## config.mk

```make
export PLATFORM = sky130hd
export DESIGN_NAME = scroll_msg_writer
export DESIGN_NICKNAME = d
export VERILOG_FILES = /design/src/rtl/scroll_msg_writer.sv
export SDC_FILE = /design/constraint.sdc
export NUM_CORES = 1
export LEC_CHECK = 0
export ABC_AREA = 0
export CORE_ASPECT_RATIO = 0.8
export CORE_UTILIZATION = 47
export CTS_CLUSTER_DIAMETER = 100
export DETAILED_ROUTE_END_ITERATION = 8
export PLACE_DENSITY = 0.85
export SLEW_MARGIN = 10
export SYNTH_ARGS = -nofsm -noshare
export SYNTH_HDL_FRONTEND = slang
export SYNTH_SLANG_ARGS = --single-unit
```

## constraint.sdc

```tcl
create_clock -name clk -period 3.6 [get_ports clk]
set_input_delay 0.9 -clock clk [delete_from_list [all_inputs] [get_ports clk]]
set_output_delay 0.9 -clock clk [all_outputs]
set_load 0.02 [all_outputs]
```

## src/rtl/scroll_msg_writer.sv

```systemverilog
// scroll_msg_writer: write-side controller for the scrolling message BRAM.
// Collects switch words on enter pulses, writes them sequentially to port A,
// publishes the committed length on exit, and can zero-fill the whole memory.
module scroll_msg_writer #(
  parameter int DEPTH_LOG2 = 4,
  parameter int DATA_W     = 16
) (
  input  logic                  clk,
  input  logic                  reset,
  input  logic                  prog_req,
  input  logic                  enter_tick,
  input  logic                  clear_req,
  input  logic [DATA_W-1:0]     sw_data,
  output logic                  mem_en,
  output logic                  mem_we,
  output logic [DEPTH_LOG2-1:0] mem_addr,
  output logic [DATA_W-1:0]     mem_din,
  output logic [DEPTH_LOG2:0]   msg_len,
  output logic                  len_valid,
  output logic                  prog_active,
  output logic                  busy,
  output logic                  full,
  output logic [DATA_W-1:0]     led
);

  localparam int DEPTH = 1 << DEPTH_LOG2;
  // Pointer is one bit wider than the address so "memory full" is representable.
  localparam logic [DEPTH_LOG2:0] PTR_MAX  = (DEPTH_LOG2+1)'(DEPTH);
  localparam logic [DEPTH_LOG2:0] PTR_LAST = (DEPTH_LOG2+1)'(DEPTH - 1);

  typedef enum logic [2:0] {
    S_IDLE   = 3'd0,
    S_PROG   = 3'd1,
    S_WRITE  = 3'd2,
    S_COMMIT = 3'd3,
    S_CLEAR  = 3'd4
  } state_t;

  state_t              state, state_n;
  logic [DEPTH_LOG2:0] wr_ptr, wr_ptr_n;
  logic [DATA_W-1:0]   hold, hold_n;
  logic [DEPTH_LOG2:0] msg_len_n;
  logic                len_valid_n;

  // State and datapath registers; async reset drops everything back to IDLE.
  always_ff @(posedge clk or posedge reset) begin
    if (reset) begin
      state     <= S_IDLE;
      wr_ptr    <= '0;
      hold      <= '0;
      msg_len   <= '0;
      len_valid <= 1'b0;
    end else begin
      state     <= state_n;
      wr_ptr    <= wr_ptr_n;
      hold      <= hold_n;
      msg_len   <= msg_len_n;
      len_valid <= len_valid_n;
    end
  end

  // Next-state and register updates.
  always_comb begin
    state_n     = state;
    wr_ptr_n    = wr_ptr;
    hold_n      = hold;
    msg_len_n   = msg_len;
    len_valid_n = len_valid;
    case (state)
      S_IDLE: begin
        // Clear wins over a simultaneous programming request.
        if (clear_req) begin
          state_n  = S_CLEAR;
          wr_ptr_n = '0;
        end else if (prog_req) begin
          state_n  = S_PROG;
          wr_ptr_n = '0;
        end
      end
      S_PROG: begin
        // A word entered in the same cycle prog_req drops is still stored.
        if (enter_tick && (wr_ptr != PTR_MAX)) begin
          hold_n  = sw_data;
          state_n = S_WRITE;
        end else if (!prog_req) begin
          state_n = S_COMMIT;
        end
      end
      S_WRITE: begin
        wr_ptr_n = wr_ptr + 1'b1;
        state_n  = S_PROG;
      end
      S_COMMIT: begin
        // An empty session keeps the previously committed message.
        if (wr_ptr != '0) begin
          msg_len_n   = wr_ptr;
          len_valid_n = 1'b1;
        end
        state_n = S_IDLE;
      end
      S_CLEAR: begin
        wr_ptr_n = wr_ptr + 1'b1;
        if (wr_ptr == PTR_LAST) begin
          msg_len_n   = '0;
          len_valid_n = 1'b0;
          state_n     = S_IDLE;
        end
      end
      default: state_n = S_IDLE;
    endcase
  end

  // Output decode from registered state and pointer only.
  always_comb begin
    mem_en      = 1'b0;
    mem_we      = 1'b0;
    mem_addr    = '0;
    mem_din     = '0;
    prog_active = (state == S_PROG) || (state == S_WRITE);
    busy        = (state == S_WRITE) || (state == S_CLEAR) || (state == S_COMMIT);
    full        = prog_active && (wr_ptr == PTR_MAX);
    if (state == S_WRITE) begin
      mem_en   = 1'b1;
      mem_we   = 1'b1;
      mem_addr = wr_ptr[DEPTH_LOG2-1:0];
      mem_din  = hold;
    end else if (state == S_CLEAR) begin
      mem_en   = 1'b1;
      mem_we   = 1'b1;
      mem_addr = wr_ptr[DEPTH_LOG2-1:0];
    end
    // Thermometer: one lit LED per word stored this session.
    for (int i = 0; i < DATA_W; i++) begin
      led[i] = prog_active && (i < int'(wr_ptr));
    end
  end

endmodule

```

==> results.cfg <==
[timing]
clock.fmax_ghz = 0.310
post_route_hold_slack_ns = 0.495
clock_skew_ns = 0.00352
grt_setup_unrepaired = false
layout_min_cycle_time_ns = 3.22
finalHoldViolCount = 0
max_slew_margin_pct = 59.1
timing.final.setup_violations = 0
worst-slew-pin-transition_ns = 0.613
fin_setup_tns_ns = 0
timing.final.max_slew_violations = 0
layout_worst_path_cycle_share_pct = 89.5

[worst_setup_path]
r2r_start = wr_ptr[1]
cp_data_required_time_ns = 2.70
setup.worst_path.start_class = flip-flop
timing_worst_setup_path_type = flip-flop to output pin
r2r-end = hold[12]
rr_worst_depth = 5
timing.critical_path.arrival_ns = 2.32
worstSetupEndpointType = output pin
r2r_setup_slack_ns = 1.56
path_max_fanout = 18

[clock_network]
cts-resized-gates = 0
cts_htree_levels = 2
clock-root-buffer = clkbuf_8
hold_buffers = 0
cts_num_sinks = 30
cts_bufs_inserted = 5
tritoncts = built
clkTransAtPathRegs_ns = 0.06
cts_buffer_depth = 2
worst_skew_pair.late_latency_ns = 0.29
post_cts_buffers = 0

[power]
max-vdd-ir-drop_mv = 0.445
leakage_power_of_the_design_nw = 1.10
power_per_cell_area_nw_per_um2 = 648

[synth]
avgSynthCellArea_sq_um = 10.3
part_of_the_yosys_area_used_for_sequential_elements_pct = 42.8
ys.warnings.count = 0
postSynthCellCount = 170
flip_flop_and_latch_count_after_synthesis = 30
netlist-cell-type-count = 42
synth-edff-count = 0
ys.flop_type = dfrtp_1
asyncSetResetFlopFracSynth_pct = 100
netlist_area_sq_um = 1750
postSynthNetCount = 193

[floorplanning]
core_area_sq_um = 3490
die_outline_width_um = 70.3
fp.dieH_um = 56.6
initial_core_util_pct = 50.2
top_level_ports = 68
num_rows = 19
dieArea_sq_um = 3980

[placement]
place_inst = 267
placedInstanceArea_sq_um = 2420
globalplace.congestion = 0.825
place.port_buffers = 67
place.detailed.hpwl_mm = 2.95

[global_route]
global_route.peak_usage_layer = met2
largest_net_degree_at_the_start_of_global_routing = 31
antenna_found_initial = 0
global_route.usage.met3_pct = 5.03
grt.met1_usage_pct = 30.4
first_global_vias = 1289
wire_length_of_the_first_global_routing_pass_mm = 6.41
grt.met2_usage_pct = 30.9
grt-ovfl-total = 0
grtUsageTotal_pct = 21.3

[final_layout]
fill_cells = 271
areaGrowthSynthToFinish_pct = 44.3
stdcell_count = 274
final_design_area_no_fill_sq_um = 2530
design.final.nets = 255
antenna_cells_inserted = 0
drive_above_1_share_pct = 14.2

[detailed_routing]
vias = 1451
detail_route.wl_per_cell_um = 14.7
drc = 0
drt_iter0_drc = 67
antenna_violating_nets_post_route = 0
finalWirelength_mm = 4.02
firstDrtPassIters = 4
post_drt_via_cell_ratio = 5.30

[worst_hold_path]
worst_hold_startpoint = hold[4]
hold_path_end = hold[4]
hold_depth = 1
hold_class = flip-flop to flip-flop

[job]
max_cap_violations = 0

[status]
run_status = completed
==> worst max-delay path, stage by stage, from the launching register on <==
cell	delay, ns
dfrtp_1	0.61
xor2_1	0.19
nand2b_1	0.35
a31oi_1	0.26
clkdlybuf4s50_1	0.63
==> layout make-up <==
type	count	area (sq um)	share of cell area (%)
clock buffer	6	82.6	3.27
clock inverter	1	30.0	1.19
inverter	5	18.8	0.742
multi-input combinational	121	908	35.9
sequential	30	751	29.7
tap	42	52.6	2.08
timing repair buffer	69	686	27.1
==> per-stage QoR <==
stage               power, mW  util, %  worst slack [ns]
floorplan                1.06        -              1.34
global placement         1.27     69.1             0.747
detailed placement       1.29     69.1             0.704
CTS                      1.65     72.4             0.392
global route             1.73     72.4             0.182
finish                   1.64     72.4             0.378
==> placed cells by master, fill, tap and decap left out, drive strengths merged, types with 4 or more instances in the layout <==
cell	n
mux2	18
nor2	12
nand2	7
and2	20
a22o	6
inv	5
dfrtp	30
clkdlybuf4s50	67
clkbuf	6
o21ai	4
a21oi	17
==> metal layers <==
| metal | share of wire (%) | vias to the layer above |
|---|---|---|
| li1 | - | 722 |
| met1 | 46 | 692 |
| met2 | 48 | 28 |
| met3 | 3.3 | 9 |
| met4 | 2.1 | 0 |
| met5 | 0 | - |
==> how the worst max path moves through the flow <==
stage / depth (start not counted) / endpoint / slack (ns) / from
after floorplan: 5 / full / 1.34 / wr_ptr[1]
after global placement: 4 / led[0] / 0.75 / state[0]
after detailed placement: 4 / led[4] / 0.70 / state[0]
after CTS: 4 / led[0] / 0.39 / state[0]
after global routing: 4 / led[0] / 0.18 / state[0]
final: 4 / led[0] / 0.38 / state[0]
==> cells in the mapped netlist (3+ instances only) <==
cell type | number | area [sq um]
and2_1 | 20 | 125
dfrtp_1 | 30 | 751
nand2_1 | 7 | 26.3
nand2b_1 | 3 | 18.8
nor2b_1 | 3 | 18.8
a21oi_1 | 16 | 80.1
mux2_2 | 8 | 90.1
inv_1 | 5 | 18.8
buf_2 | 6 | 30.0
o21ai_0 | 4 | 20.0
a22o_1 | 6 | 52.6
mux2_4 | 10 | 150
nor2_1 | 11 | 41.3
clkbuf_1 | 5 | 18.8
==> cells by family after synthesis <==
group | share of synthesized area (%)
buf+inv | 5.35
mux | 13.7
simple gates | 19.7
fa+ha+maj | 1.43
flops | 42.8
xor+xnor | 0.999
compound gates | 16.0
==> registers in the layout (all words and copies together) (netlist names) <==
name       count
wr_ptr         5
msg_len        5
state          3
len_valid      1
hold          16
==> where the power goes <==
group / internal, mW / switching, mW / leakage, nW
registers: 0.463 / 0.179 / 0.387
clock network: 0.221 / 0.126 / 0.0573
logic: 0.355 / 0.294 / 0.656
total: 1.04 / 0.599 / 1.10
Note: power is estimated with default switching activity, not from simulation.
